### src/rtl/decode_ctrl.sv
// decode_ctrl: decode stage between fetch and rename. Decodes each fetched
// instruction, buffers the uops in a small FIFO and serializes BREAK/MONITOR
// by draining the ROB before issue and holding younger uops until retire/flush.

`ifndef M_WIDTH
`define M_WIDTH 32
`endif
`ifndef LG_PHT_SZ
`define LG_PHT_SZ 10
`endif

package decode_pkg;
    typedef enum logic [3:0] {
        OP_ADDI, OP_ALU, OP_LOAD, OP_STORE, OP_BRANCH, OP_JAL,
        OP_BREAK, OP_MONITOR, OP_II
    } op_t;

    typedef struct packed {
        op_t                    op;
        logic [4:0]             rd;
        logic [4:0]             rs1;
        logic [4:0]             rs2;
        logic [31:0]            imm;
        logic [`M_WIDTH-1:0]    pc;
        logic                   pred;
        logic [`LG_PHT_SZ-1:0]  pht_idx;
        logic [`M_WIDTH-1:0]    pred_target;
        logic                   serializing_op;
        logic                   must_restart;
        logic [3:0]             rob_ptr;
    } uop_t;
endpackage

module decode_riscv import decode_pkg::*; (
    input  logic [31:0]           insn,
    input  logic [`M_WIDTH-1:0]   pc,
    input  logic                  pred,
    input  logic [`LG_PHT_SZ-1:0] pht_idx,
    input  logic [`M_WIDTH-1:0]   pred_target,
    output uop_t                  uop
);
    // Classify the opcode and attach the fetch metadata; rob_ptr is left at 0
    always_comb begin
        uop             = '0;
        uop.rd          = insn[11:7];
        uop.rs1         = insn[19:15];
        uop.rs2         = insn[24:20];
        uop.imm         = {{20{insn[31]}}, insn[31:20]};
        uop.pc          = pc;
        uop.pred        = pred;
        uop.pht_idx     = pht_idx;
        uop.pred_target = pred_target;
        uop.op          = OP_II;
        case (insn[6:0])
            7'h13: uop.op = (insn[14:12] == 3'd0) ? OP_ADDI : OP_ALU;
            7'h33: uop.op = OP_ALU;
            7'h03: uop.op = OP_LOAD;
            7'h23: uop.op = OP_STORE;
            7'h63: uop.op = OP_BRANCH;
            7'h6f: uop.op = OP_JAL;
            7'h73: begin
                if (insn == 32'h0000_0073) begin
                    uop.op             = OP_BREAK;
                    uop.serializing_op = 1'b1;
                end else if (insn == 32'h0010_0073) begin
                    uop.op             = OP_MONITOR;
                    uop.serializing_op = 1'b1;
                    uop.must_restart   = 1'b1;
                end
            end
            default: ;
        endcase
    end
endmodule

module decode_ctrl import decode_pkg::*; #(
    parameter int DEPTH = 4
) (
    input  logic                  clk,
    input  logic                  reset,
    input  logic                  flush,
    input  logic                  in_valid,
    output logic                  in_ready,
    input  logic [31:0]           in_insn,
    input  logic [`M_WIDTH-1:0]   in_pc,
    input  logic                  in_pred,
    input  logic [`LG_PHT_SZ-1:0] in_pht_idx,
    input  logic [`M_WIDTH-1:0]   in_pred_target,
    output logic                  out_valid,
    input  logic                  out_ready,
    output uop_t                  out_uop,
    input  logic                  rob_empty,
    input  logic                  serial_retire,
    output logic                  busy,
    output logic [31:0]           serial_stall_cycles
);
    localparam int PW = $clog2(DEPTH);

    typedef enum logic [1:0] {RUN, DRAIN, HOLD} state_t;

    state_t        state_q, state_d;
    logic [PW-1:0] head_q, head_d;
    logic [PW-1:0] tail_q, tail_d;
    logic [PW:0]   count_q, count_d;
    logic          hold_restart_q, hold_restart_d;
    logic [31:0]   stall_q, stall_d;
    uop_t          mem_q [DEPTH];
    uop_t          dec_uop;
    uop_t          head_uop;
    logic          push;
    logic          pop;

    decode_riscv u_decode (
        .insn        (in_insn),
        .pc          (in_pc),
        .pred        (in_pred),
        .pht_idx     (in_pht_idx),
        .pred_target (in_pred_target),
        .uop         (dec_uop)
    );

    assign head_uop            = mem_q[head_q];
    assign out_uop             = head_uop;
    assign in_ready            = (int'(count_q) != DEPTH);
    assign busy                = (state_q != RUN);
    assign serial_stall_cycles = stall_q;

    // Serialization FSM, FIFO pointer bookkeeping and stall counting; flush overrides everything but the counter
    always_comb begin
        state_d        = state_q;
        hold_restart_d = hold_restart_q;
        out_valid      = 1'b0;
        case (state_q)
            RUN: begin
                out_valid = (count_q != '0) && !head_uop.serializing_op;
                if ((count_q != '0) && head_uop.serializing_op) begin
                    state_d = DRAIN;
                end
            end
            DRAIN: begin
                out_valid = rob_empty;
                if (rob_empty && out_ready) begin
                    state_d        = HOLD;
                    hold_restart_d = head_uop.must_restart;
                end
            end
            HOLD: begin
                if (!hold_restart_q && serial_retire) begin
                    state_d = RUN;
                end
            end
            default: state_d = RUN;
        endcase

        push    = in_valid && in_ready && !flush;
        pop     = out_valid && out_ready && !flush;
        head_d  = head_q + PW'(pop);
        tail_d  = tail_q + PW'(push);
        count_d = count_q;
        if (push && !pop) begin
            count_d = count_q + (PW+1)'(1);
        end else if (pop && !push) begin
            count_d = count_q - (PW+1)'(1);
        end
        stall_d = stall_q + 32'(busy);

        if (flush) begin
            state_d        = RUN;
            hold_restart_d = 1'b0;
            head_d         = '0;
            tail_d         = '0;
            count_d        = '0;
        end
    end

    // Control state registers, cleared immediately when reset goes low
    always_ff @(posedge clk or negedge reset) begin
        if (!reset) begin
            state_q        <= RUN;
            hold_restart_q <= 1'b0;
            head_q         <= '0;
            tail_q         <= '0;
            count_q        <= '0;
            stall_q        <= '0;
        end else begin
            state_q        <= state_d;
            hold_restart_q <= hold_restart_d;
            head_q         <= head_d;
            tail_q         <= tail_d;
            count_q        <= count_d;
            stall_q        <= stall_d;
        end
    end

    // Uop storage; validity is tracked by count so the array needs no reset
    always_ff @(posedge clk) begin
        if (push) begin
            mem_q[tail_q] <= dec_uop;
        end
    end
endmodule

### config.mk
export PLATFORM = sky130hd
export DESIGN_NAME = decode_ctrl
export DESIGN_NICKNAME = d
export VERILOG_FILES = /design/src/rtl/decode_ctrl.sv
export SDC_FILE = /design/constraint.sdc
export NUM_CORES = 1
export LEC_CHECK = 0
export ABC_AREA = 0
export CORE_MARGIN = 2
export CORE_UTILIZATION = 53
export CTS_CLUSTER_DIAMETER = 30
export CTS_CLUSTER_SIZE = 25
export DETAILED_ROUTE_END_ITERATION = 8
export HOLD_SLACK_MARGIN = 0.08
export PLACE_DENSITY = 0.8
export SYNTH_ARGS = -nofsm -noshare
export SYNTH_HDL_FRONTEND = slang
export SYNTH_SLANG_ARGS = --single-unit
### constraint.sdc
create_clock -name clk -period 13.5 [get_ports clk]
set_input_delay 2.7 -clock clk [delete_from_list [all_inputs] [get_ports clk]]
set_output_delay 2.7 -clock clk [all_outputs]
set_load 0.03 [all_outputs]
==> impl_metrics.csv <==
group,metric,value,unit
sta,min_period_over_period,0.5151,
hold_path,hold_class,"reg2reg",
routing,drt_iter0_markers,623,
finish,nFillCells,1783,
worst_setup_path,crit_slowest_cell,"clkdlybuf4s50_1",
sta,setup_tns,0,ns
sta,setup_viol,0,
clocking,cts-htree-levels,3,
routing,route.detailed.drc,0,
placement,place_congestion,0.8256,
worst_setup_path,critPathCaptureType,"output port",
synth,synth_seq_cells,454,
finish,area_delta_synth_final,35.84,%
grt,grt-ovfl-total,0,
sta,rsz0062_at_grt,"no",
sta,hold_viol_final,0,
floorplanning,row_count,65,
run_status,status,"complete, no violations",
power,p_leak,7.818,nW
floorplanning,die_x,183.9,µm
routing,wl_per_cell,23.19,µm
sta,fin_skew,0.02804,ns
finish,drive_above_1_share,0.2387,
clocking,post_cts_resize_count,0,
grt,grt_usage,0.2212,
grt,first_global_vias,9509,
worst_setup_path,path_class,"in2out",
floorplanning,die_h,183.9,µm
placement,hpwl,20230,µm
clocking,cts_root_buf,"clkbuf_16",
routing,drt_pass1_iterations,4,
sta,worstMarginPinSlew,1.022,ns
power,power_density,191.0,nW/µm²
sta,max_slew_margin,0.3184,
clocking,clock_path_buffers,3,
clocking,post_cts_buffers,0,
floorplanning,coreArea,31720,µm²
worst_setup_path,cp.required,10.80,ns
sta,drv_slew,0,
clocking,cts_tree,"done",
worst_setup_path,crit_path_start_kind,"input pin",
synth,yosysUniqueCellTypes,47,
clocking,cts_hold_buf,0,
run,maxCapViolations,0,
routing,wl,36450,µm
synth,async_reset_ff_frac,0.09251,
sta,clock.fmax,143.8,MHz
placement,portBuffers,276,
worst_setup_path,slowest_delay,0.68,ns
clocking,clk_latency,0.59,ns
synth,netlist_instances,774,
grt,grt_max_degree,65,
routing,viasPerCell,5.611,
grt,grt_pass1_wl,55680,µm
floorplanning,boundaryPins,281,
worst_setup_path,critPathMaxFanout,4,
sta,min_period,6.954,ns
floorplanning,initial_utilization,0.5406,
clocking,numCtsBuffers,87,
synth,ys_warn_count,0,
grt,antenna_found_initial,2,
worst_setup_path,crit_arrival,4.25,ns
synth,ys.flop_type,"edfxtp_1",
power,total_power,0.004448,W
routing,vias,8821,
synth,synth_area,17150,µm²
power,ir_drop,0.1512,mV
synth,synth_edf_count,412,
synth,syn_area_per_cell,22.15,µm²
worst_setup_path,cp_common_cell,"clkdlybuf4s50_1",
finish,num-nets-final,1215,
worst_setup_path,path_cells,"clkdlybuf4s50_1 > nand2_1 > o31ai_4 > nor2b_1 > clkdlybuf4s50_1",
clocking,clock-sinks,454,
routing,detail-route-antenna-nets,0,
synth,synth-seq-area-share,0.7829,
clocking,clk_pin_slew,0.04,ns
floorplanning,dieArea,33800,µm²
==> synth_stat cells (2+ instances only) <==
cell type / count / share of area
edfxtp_1: 412 / 0.72
mux4_2: 103 / 0.14
dfrtp_1: 42 / 0.061
buf_4: 29 / 0.013
xnor2_1: 28 / 0.014
nand2_1: 23 / 0.0050
nor2_1: 19 / 0.0042
nand4_1: 14 / 0.0051
buf_1: 11 / 0.0024
buf_2: 9 / 0.0026
nand3_1: 9 / 0.0026
nor3_1: 7 / 0.0020
clkbuf_1: 6 / 0.0013
and3_1: 5 / 0.0018
nor4_1: 5 / 0.0018
and2_1: 4 / 0.0015
ha_1: 4 / 0.0029
inv_1: 4 / 0.00088
nor2b_1: 4 / 0.0015
xor2_1: 4 / 0.0020
and4_1: 3 / 0.0015
a21oi_1: 2 / 0.00058
mux2_2: 2 / 0.0013
or3_1: 2 / 0.00073
==> cells by family (layout without fill, tap and decap cells) <==
| logic type | Yosys count | after routing | share of synthesized area |
|---|---|---|---|
| xor gates and xnor gates | 33 | 33 | 0.01730 |
| buffers and inverters | 60 | 452 | 0.02058 |
| DFF | 454 | 454 | 0.7829 |
| and+or+nand+nor | 103 | 103 | 0.03174 |
| AOI/OAI and AO/OA | 12 | 12 | 0.005985 |
| muxes | 106 | 106 | 0.1372 |
| adders and majority gates | 5 | 5 | 0.004087 |
| other | 1 | 5 | 0.0002187 |
==> placed cells by master, fill, tap and decap left out, types with 3 or more instances in the layout <==
cell	count
edfxtp_1	412
clkdlybuf4s50_1	275
mux4_2	103
clkbuf_16	89
dfrtp_1	40
xnor2_1	28
nand2_1	23
nor2_1	17
nand4_1	14
inv_6	14
bufinv_16	13
clkinv_4	10
buf_4	10
nand3_1	9
clkinv_2	9
nor3_1	7
clkinvlp_4	7
clkbuf_1	7
clkinv_1	5
and3_1	4
and2_1	4
inv_1	4
nor4_1	4
nor2b_1	4
xor2_1	4
ha_1	4
conb_1	4
and4_1	3
inv_8	3
==> metal layers <==
layer	global-route usage	wire, µm	part of all wire	vias up
met5	0	14	0.00038	-
met3	0.06438	2739	0.075	73
met1	0.2831	14090	0.39	4539
met2	0.3623	18660	0.51	358
met4	0.08448	942	0.026	2
li1	-	-	-	3849
==> layout make-up <==
type | count | area [µm²] | share of cell area
inverter | 4 | 15.01 | 0.0006447
clock buffer | 97 | 2267 | 0.09735
multi-input combinational | 263 | 3416 | 0.1467
clock inverter | 65 | 823.3 | 0.03535
tap | 402 | 503.0 | 0.02160
timing repair buffer | 286 | 2833 | 0.1216
antenna | 1 | 2.502 | 0.0001074
sequential | 454 | 13430 | 0.5767
==> power breakdown <==
group,total [W],internal [W],switching (W)
Combinational,0.000579,0.000255,0.000323
Clock,0.00224,0.00148,0.000752
Sequential,0.00163,0.00160,0.0000331
Total,0.00445,0.00334,0.00111
==> critical path, delay by kind of cell <==
kind                   cells  cell delay [ns]
buffers and inverters      2             1.18
AND/OR/NAND/NOR            2             0.28
AO/OA/AOI/OAI              1             0.09
==> path summary, 6_finish.rpt <==
kind | endpoint | cells after the start | slack (ns) | startpoint
worst max register to register | count_q[2] | 8 | 10.37 | head_q[1]
worst max-delay path | out_valid | 5 | 6.55 | rob_empty
min in group asynchronous | state_q[1] | 1 | 2.24 | reset
worst min register to register | serial_stall_cycles[31] | 1 | 0.47 | serial_stall_cycles[31]
max in group asynchronous | head_q[0] | 1 | 10.58 | reset
worst min-delay path | serial_stall_cycles[31] | 1 | 0.47 | serial_stall_cycles[31]
==> sequential cells by signal (all words and copies together) (netlist names) <==
name and count:
count_q 3, tail_q 2, serial_stall_cycles 32, hold_restart_q 1, head_q 2, mem_q 412, state_q 2
==> stage by stage <==
step | utilization | area, µm² | hold WS (ns) | setup slack (ns) | cells
6_report | 0.7343 | 23290 | 0.4732 | 6.546 | 1572
5_1_grt | 0.7343 | 23290 | 0.4936 | 6.496 | 1572
4_1_cts | 0.7342 | 23290 | 0.4794 | 6.549 | 1571
3_5_place_dp | 0.6368 | 20200 | 0.4736 | 6.554 | 1409
3_3_place_gp | 0.6368 | 20200 | 0.4587 | 6.567 | 1409
2_1_floorplan | - | 17160 | 0.4806 | 4.154 | 777
(Power assumes the default switching activity.)
